$ cat src/rtl/fetch_unit.sv
// Fetch stage: owns the PC that addresses the instruction ROM and the IR feeding the decoder.
// Build with FETCH_PERF_EN defined to add the cycle_count/fetch_count performance counters.
module fetch_unit #(
    parameter int                   ADDR_W   = 8,
    parameter int                   INSTR_W  = 9,
    parameter logic [3:0]           HALT_OP  = 4'b1111,
    parameter logic [INSTR_W-1:0]   NOP_WORD = '0
) (
    input  logic                clk,
    input  logic                reset,
    input  logic                start,
    input  logic [ADDR_W-1:0]   start_addr,
    input  logic                stall,
    input  logic                redirect,
    input  logic [ADDR_W-1:0]   redirect_addr,
    output logic [ADDR_W-1:0]   rom_addr,
    input  logic [INSTR_W-1:0]  rom_instr,
    output logic [INSTR_W-1:0]  ir,
    output logic [ADDR_W-1:0]   ir_pc,
    output logic                ir_valid,
    output logic                running,
    output logic                done
`ifdef FETCH_PERF_EN
    ,
    output logic [15:0]         cycle_count,
    output logic [15:0]         fetch_count
`endif
);

    typedef enum logic [1:0] {
        IDLE = 2'd0,
        RUN  = 2'd1,
        HALT = 2'd2
    } state_t;

    state_t              state;
    logic [ADDR_W-1:0]   pc;
    logic                is_halt;

    assign is_halt  = (rom_instr[INSTR_W-1 -: 4] == HALT_OP);
    assign rom_addr = pc;
    assign running  = (state == RUN);
    assign done     = (state == HALT);

    // Redirect squashes the word at the current PC, so it outranks stall.
    always_ff @(posedge clk) begin
        if (reset) begin
            pc       <= '0;
            ir       <= NOP_WORD;
            ir_pc    <= '0;
            ir_valid <= 1'b0;
            state    <= IDLE;
        end else begin
            case (state)
                IDLE: begin
                    if (start) begin
                        pc    <= start_addr;
                        state <= RUN;
                    end
                end
                RUN: begin
                    if (redirect) begin
                        pc       <= redirect_addr;
                        ir       <= NOP_WORD;
                        ir_valid <= 1'b0;
                    end else if (!stall) begin
                        ir       <= rom_instr;
                        ir_pc    <= pc;
                        ir_valid <= 1'b1;
                        if (is_halt) begin
                            state <= HALT;
                        end else begin
                            pc <= pc + ADDR_W'(1);
                        end
                    end
                end
                HALT: begin
                    ir_valid <= 1'b0;
                    if (start) begin
                        pc    <= start_addr;
                        state <= RUN;
                    end
                end
                default: begin
                    state <= IDLE;
                end
            endcase
        end
    end

`ifdef FETCH_PERF_EN
    // Counters restart on any accepted start and saturate rather than wrap.
    always_ff @(posedge clk) begin
        if (reset) begin
            cycle_count <= '0;
            fetch_count <= '0;
        end else if (start && (state != RUN)) begin
            cycle_count <= '0;
            fetch_count <= '0;
        end else if (state == RUN) begin
            if (cycle_count != 16'hFFFF) begin
                cycle_count <= cycle_count + 16'd1;
            end
            if (!redirect && !stall && (fetch_count != 16'hFFFF)) begin
                fetch_count <= fetch_count + 16'd1;
            end
        end
    end
`endif

endmodule

$ cat config.mk
export PLATFORM = sky130hd
export DESIGN_NAME = fetch_unit
export DESIGN_NICKNAME = d
export VERILOG_FILES = /design/src/rtl/fetch_unit.sv
export SDC_FILE = /design/constraint.sdc
export NUM_CORES = 1
export LEC_CHECK = 0
export CORE_ASPECT_RATIO = 0.8
export CORE_UTILIZATION = 30
export DETAILED_ROUTE_END_ITERATION = 8
export PLACE_DENSITY = 0.63
export SLEW_MARGIN = 20
export SYNTH_ARGS = -nofsm -noshare
export SYNTH_HDL_FRONTEND = slang
export SYNTH_SLANG_ARGS = --single-unit
$ cat constraint.sdc
create_clock -name clk -period 2.3 [get_ports clk]
set_input_delay 0.46 -clock clk [delete_from_list [all_inputs] [get_ports clk]]
set_output_delay 0.46 -clock clk [all_outputs]
set_load 0.02 [all_outputs]
# Yosys cells after proc, flatten, opt, wreduce, memory -nomap -nowiden
# Cells that the tools add are included.
# totals
regBits	28
input_bits	30
output_inout_bits	28
word_cells	42
# classes
add_sub_neg	1
eq_ne	10
muxes	15
n_bitwise	2
reduce_logical	9
# op_table
cell	n
2-to-1 mux 8 bit	4
2-to-1 mux 9 bit	2
one-hot mux 8 bit (2 select lines)	1
adder 8 x 1 -> 8 bit, second input constant	1
2-to-1 mux 2 bit	4
AND reduction 4 bit	2
inequality test 2 x 1 -> 1 bit, second input constant	3
inequality test 3 bit, second input constant	2
== test 4 bit, second input constant	1
inequality test 2 bit, second input constant	2
one-hot mux 2 bit (2 select lines)	1
AND reduction 2 bit	2
nonzero test 2 bit	2
AND reduction 3 bit	1
== test 2 x 1 -> 1 bit, second input constant	1
== test 2 bit, second input constant	1
zero test 2 bit	1
2-to-1 mux 1 bit	2
inverter 1 bit	2
one-hot mux 1 bit (2 select lines)	1
OR reduction 2 bit	1

# Logic depth before layout (Yosys ltp)
# Gate-level depths: netlist (run 1).
# logic_depth
depth_word	5
depth_mapped	7
mapped_depth_nobuf	5

# Worst setup path after synthesis (run 1)
# No wires, ideal clock.
# synth_timing
path_kind	flip-flop to flip-flop
startpoint	register pc[2], in the netlist rom_addr[2]
endpoint	register pc[7], in the netlist rom_addr[7]
setup_ns	0.067
arrival_time_ns	1.611
required_time_ns	2.233
slack_ns	0.622
path_stages_with_launch	6
n_path_buf	1
synth_period_minus_slack_ns	1.678
path_cell_list	dfxtp_1 buf_2 nand4_1 or4_1 a221o_1 o21ai_2
# synth_via
elab_chain_len	5
# synth_rtl
item	line	source
from (decl)	37	logic [ADDR_W-1:0] pc;
from (signal assigned)	57	pc <= start_addr;
from (signal assigned)	63	pc <= redirect_addr;
from (signal assigned)	73	pc <= pc + ADDR_W'(1);
adder 8 x 1 -> 8 bit	73	
2-to-1 mux 8 bit	70	if (is_halt) begin
2-to-1 mux 8 bit	66	end else if (!stall) begin
2-to-1 mux 8 bit	62	if (redirect) begin
one-hot mux 8 bit (2 select lines)	54	case (state)
# Every way passes these cells. The select of a mux whose other input is x is not followed.
# A chain may end at the register's enable or synchronous reset.

# Final worst setup path (run 1)
# layout_timing
startpoint	register state[0]
endpoint	output running
# layout_via
elab_chain_len	1
# layout_rtl
item	line	source
from (decl)	36	state_t state;
from (signal assigned)	52	state <= IDLE;
from (signal assigned)	58	state <= RUN;
from (signal assigned)	71	state <= HALT;
== test 2 x 1 -> 1 bit	42	assign running = (state == RUN);
to (decl)	21	output logic running,
# Every way passes these cells.

==> run_results.csv, run 1 <==
group,metric,value,unit
synth,synth_seq_cells,28,
placed_design,post-place-ws,117,ps
synth,synth-edff-count,0,
critical_path,crit_type,"flop to output port",
detailed_routing,wl_per_cell,13.6,um
synth,synthCells,161,
floorplan,die_h,61.5,um
global_route,grt-ovfl-total,0,
floorplan,placementRows,21,
synth,yosysMostFrequentCell,"dfxtp_1",
timing,slew_headroom,63.6,%
run,maxCapViolCount,0,
clock_tree,cts_tree,"built",
clock_tree,cts_hold_buf,0,
critical_path,reg2reg_to,"rom_addr[7]",
finish,final_net_count,250,
synth,yosys_most_used_dff,"dfxtp_1",
global_route,antenna_found_initial,0,
clock_tree,ctsResizeCount,0,
finish,num_antenna_cells,0,
timing,tightest_slew,545,ps
floorplan,start_util,31.6,%
detailed_routing,wirelength,3710,um
clock_tree,cts-root-buf,"clkbuf_8",
detailed_routing,drc,0,
synth,async_flop_share,0,%
critical_path,crit_required,1840,ps
floorplan,ios,58,
synth,synth_area,1330,sq um
synth,post-synth-top-area-cell,"dfxtp_1",
global_route,grt_usage,16.6,%
timing,fmax,519,MHz
timing,grt_setup_unrepaired,"false",
hold_path,worstHoldStart,"ir_pc[2]",
power,fin_total_pwr,1060,uW
power,leakagePower,0.000710,uW
clock_tree,clk_pin_slew,90,ps
placed_design,place_congestion,0.784,
critical_path,reg2reg_setup_slack,570,ps
synth,synth_top_cell_area_share,42.2,%
global_route,grt_max_degree,20,
timing,skew,8.17,ps
critical_path,r2r-start,"rom_addr[2]",
run_status,status,"complete, no violations",
clock_tree,ctsLongestPathBuffers,2,
synth,synth_area_leaders,"dfxtp_1, nand2_1, a22oi_1, nand2b_1, a21oi_1",
placed_design,portBuffers,57,
critical_path,rr_worst_depth,4,
synth,synth.distinct_cells,39,
global_route,grt_pass1_vias,1233,
clock_tree,post-cts-setup-buffer-count,0,
detailed_routing,via_per_inst,5.10,
timing,layout_setup_ws,375,ps
synth,syn-num-nets,192,
placed_design,dp_hpwl,2760,um
detailed_routing,num_vias,1397,
synth,yosysWarnings,0,
floorplan,core-area,4200,sq um
synth,yosys-top-cells-count,"dfxtp_1, nand2_1, a21oi_1, nand2b_1, nor2_1",
floorplan,die_x,76.4,um
global_route,grt_pass1_wl,6020,um
floorplan,die_area,4700,sq um
power,ir_worst_vdd,0.261,mV
hold_path,min_to,"ir_pc[2]",
detailed_routing,ant_nets,0,
critical_path,worstSetupStartpointType,"flop",
clock_tree,clk_latency,270,ps
finish,drive_gt1_share,5.53,%
synth,yosysSeqAreaShare,42.2,%
timing,hold_viol,0,
timing,slew_violations,0,
hold_path,hold_path.class,"flop to flop",
critical_path,cp_max_fo,3,
timing,fin_crit_sh,83.7,%
critical_path,arrival,1470,ps
clock_tree,cts_sinks,28,
hold_path,hold_depth,2,
timing,fin_setup_tns,0,ps
synth,syn_avg_cell_area,8.25,sq um
detailed_routing,dr.pass1.iters,4,
clock_tree,numCtsBuffers,3,
detailed_routing,drt_iter0_drc,56,
critical_path,endpoint_kind,"output port",
finish,area_growth,52.6,%
timing,setup_viol,0,
power,power_density,523,nW/um^2
clock_tree,htreeDepth,1,
timing,fin_crit,1930,ps
[metrics by stage]
stage | utilization (%) | std cells | area [sq um] | hold slack (ps)
2_1_floorplan | - | 161 | 1330 | 535
3_3_place_gp | 47.3 | 271 | 1990 | 446
3_5_place_dp | 47.3 | 271 | 1990 | 448
4_1_cts | 48.2 | 274 | 2030 | 461
5_1_grt | 48.2 | 274 | 2030 | 484
6_report | 48.2 | 274 | 2030 | 462
[worst max-delay path, cell delays in order (launching register included)]
cell	delay, ps
dfxtp_1	350
nor2b_1	210
clkdlybuf4s50_1	640
[layout by cell type, fill, tap and decap left out, types with 4 or more instances in the layout]
cell type,count
inv_1,4
nor2_1,10
nand3_1,8
nand2_1,23
clkdlybuf4s50_1,57
a21oi_1,12
dfxtp_1,28
nor2b_1,4
buf_4,6
nor3_1,5
nand2b_1,10
a22oi_1,9
[per-layer routing]
metal | global-route usage (%) | up-vias | part of all wire [%]
met5 | 0 | - | 0
met2 | 27.0 | 50 | 44
met4 | 3.30 | 0 | 0.57
met3 | 3.85 | 2 | 5.6
met1 | 22.7 | 646 | 50
li1 | - | 699 | -
[worst max path at each step]
stage            startpoint          end  cells past startpoint
2_1_floorplan   rom_addr[2]  rom_addr[7]                      5
3_3_place_gp   rom_instr[5]  rom_addr[5]                      5
3_5_place_dp       redirect  rom_addr[3]                      6
4_1_cts            state[0]      running                      2
5_1_grt            state[0]      running                      2
6_report           state[0]      running                      2
[kinds of logic after synthesis]
family / after synthesis / synth area share (%)
DFF: 28 / 42.2
buffers and inverters: 15 / 4.80
adders and majority gates: 1 / 0.941
AOI/OAI and AO/OA: 47 / 25.3
xor gates and xnor gates: 3 / 1.98
and+or+nand+nor: 65 / 23.3
muxes: 2 / 1.51
[cell type report]
| cell class | count | area (sq um) |
|---|---|---|
| fillers | 414 | 2180 |
| multi-input cells | 118 | 704 |
| repair buffers | 64 | 636 |
| flip-flops and latches | 28 | 561 |
| well taps | 57 | 71.3 |
| clock buffers | 3 | 41.3 |
| inverters | 4 | 15.0 |
[flip-flops by register name (all words and copies together), names as in the netlist]
| signal | flops |
|---|---|
| state | 2 |
| ir_valid | 1 |
| rom_addr | 8 |
| ir | 9 |
| ir_pc | 8 |
[where the power goes]
group / switching [uW] / leakage (uW) / internal, uW
clock: 143 / 0.0000216 / 117
combinational: 123 / 0.000461 / 137
sequential: 32.1 / 0.000228 / 508
No activity file was read; power rests on OpenSTA's default activity.
==> run 2: changes to the inputs <==
- clock period: 2.3 -> 1.9 ns (I/O delays scaled with it)
==> run_results.csv, run 2 (synthesized netlist as in run 1, its figures left out) <==
group,metric,value,unit
critical_path,reg2reg_setup_slack,250,ps
critical_path,path_delay_family,"buffers and inverters",
detailed_routing,top_layer,"met4",
critical_path,worstSetupStartpointType,"flop",
detailed_routing,dr.pass1.iters,4,
critical_path,crit_required,1520,ps
placed_design,portBuffers,57,
global_route,grt_pass1_wl,5890,um
global_route,grt_pass1_vias,1235,
hold_path,hold_path.class,"flop to flop",
power,p_int,934,uW
detailed_routing,via_per_inst,4.94,
critical_path,cpMaxStageDelayCell,"clkdlybuf4s50_1",
power,p_sw,365,uW
clock_tree,cts_sinks,28,
clock_tree,ctsLongestPathBuffers,2,
power,swShare,28.1,%
detailed_routing,wl_met3,205,um
global_route,antenna_found_initial,0,
floorplan,ios,58,
global_route,grt_usage,16.2,%
clock_tree,htreeDepth,1,
floorplan,core-area,4200,sq um
power,fin_total_pwr,1300,uW
timing,setup_viol,0,
critical_path,slowest_delay,660,ps
run,maxCapViolCount,0,
power,ir_worst_vdd,0.380,mV
detailed_routing,drt_iter0_drc,26,
detailed_routing,wl_per_cell,13.1,um
finish,drive_gt1_share,8.89,%
timing,skew,5.69,ps
floorplan,die_h,61.5,um
power,clkPwrFrac,24.6,%
floorplan,placementRows,21,
detailed_routing,wirelength,3690,um
finish,area_growth,56.6,%
placed_design,dpl_cell_area,2030,sq um
timing,fin_crit,1800,ps
detailed_routing,drc,0,
finish,largest_register_ffs,9,
critical_path,crit_buf_inv,1,
finish,fin_util,49.5,%
critical_path,arrival,1420,ps
floorplan,die_area,4700,sq um
power,seq_power_share,49.3,%
clock_tree,post-cts-setup-buffer-count,0,
finish,top_register,"ir",
placed_design,place_congestion,0.751,
placed_design,dp_hpwl,2790,um
finish,fin_area,2080,sq um
detailed_routing,wirelength_met1,1790,um
timing,fmax,557,MHz
floorplan,die_x,76.4,um
finish,final_common_cell,"clkdlybuf4s50_1",
detailed_routing,num_vias,1392,
timing,tightest_slew,344,ps
clock_tree,cts-root-buf,"clkbuf_8",
detailed_routing,wl_met2,1670,um
floorplan,start_util,31.6,%
global_route,grt-ovfl-total,0,
critical_path,cp_max_fo,8,
clock_tree,cts_hold_buf,0,
timing,fin_crit_sh,94.5,%
clock_tree,ctsResizeCount,0,
clock_tree,clk_latency,270,ps
clock_tree,cts_tree,"built",
critical_path,path_cells,"clkdlybuf4s50_1",
timing,slew_violations,0,
critical_path,endpoint_kind,"output port",
timing,hold_viol,0,
finish,num_antenna_cells,0,
detailed_routing,ant_nets,0,
finish,final_net_count,258,
power,pwr-share-comb,26.1,%
clock_tree,numCtsBuffers,3,
timing,grt_setup_unrepaired,"false",
clock_tree,clk_pin_slew,90,ps
global_route,grt_max_degree,20,
timing,slew_headroom,77.0,%
power,leakagePower,0.000777,uW
power,power_density,625,nW/um^2
finish,mostFrequentLayoutCells,"clkdlybuf4s50_1, dfxtp_1, nand2_1, buf_4, a21oi_1",
critical_path,crit_type,"flop to output port",
timing,fin_setup_tns,0,ps
run_status,status,"complete, no violations",
run 2: changes by cell type in the layout (fill, tap and decap cells not counted):
cell             previous run  this run
clkdlybuf4s50_1            57        55
dlymetal6s2s_1              0         2
buf_12                      1         0
buf_4                       6        15
run 2: metal layers:
metal,track usage (%),vias up
li1,-,713
met1,20.6,639
met2,27.9,38
met3,4.59,2
met4,3.30,0
met5,0,-
run 2: power groups by stage:
stage / logic [uW] / clock network, uW / registers [uW]
floorplan: 132 / 0 / 685
global placement: 340 / 0 / 654
detailed placement: 341 / 0 / 654
CTS: 342 / 335 / 641
global route: 367 / 352 / 645
finish: 339 / 320 / 640
run 2: cell type report:
cell class | instances | area, sq um
Fill cell | 437 | 2120
Timing Repair Buffer | 72 | 688
Inverter | 4 | 15.0
Sequential cell | 28 | 561
Multi-Input combinational cell | 118 | 704
Tap cell | 57 | 71.3
Clock buffer | 3 | 41.3
run 2: path summary, 6_finish.rpt:
kind                                  start          end  cells after the start
worst max-delay path            rom_addr[0]  rom_addr[0]                      1
worst min-delay path               ir_pc[4]     ir_pc[4]                      2
worst max register to register  rom_addr[0]  rom_addr[6]                      5
worst min register to register     ir_pc[4]     ir_pc[4]                      2
run 2: through the flow:
| stage | hold slack [ps] | setup WS [ps] | instances |
|---|---|---|---|
| 6_report | 456 | 104 | 282 |
| 5_1_grt | 479 | 40.3 | 282 |
| 4_1_cts | 460 | 53.7 | 282 |
| 3_5_place_dp | 447 | -43.8 | 279 |
| 3_3_place_gp | 443 | -40.7 | 279 |
| 2_1_floorplan | 528 | 222 | 161 |
==> run 3: changes to the inputs <==
- SLEW_MARGIN: 20 -> default
==> results of run 3 <==
Same layout as run 2: the final DEF is identical, and so are final timing and power.
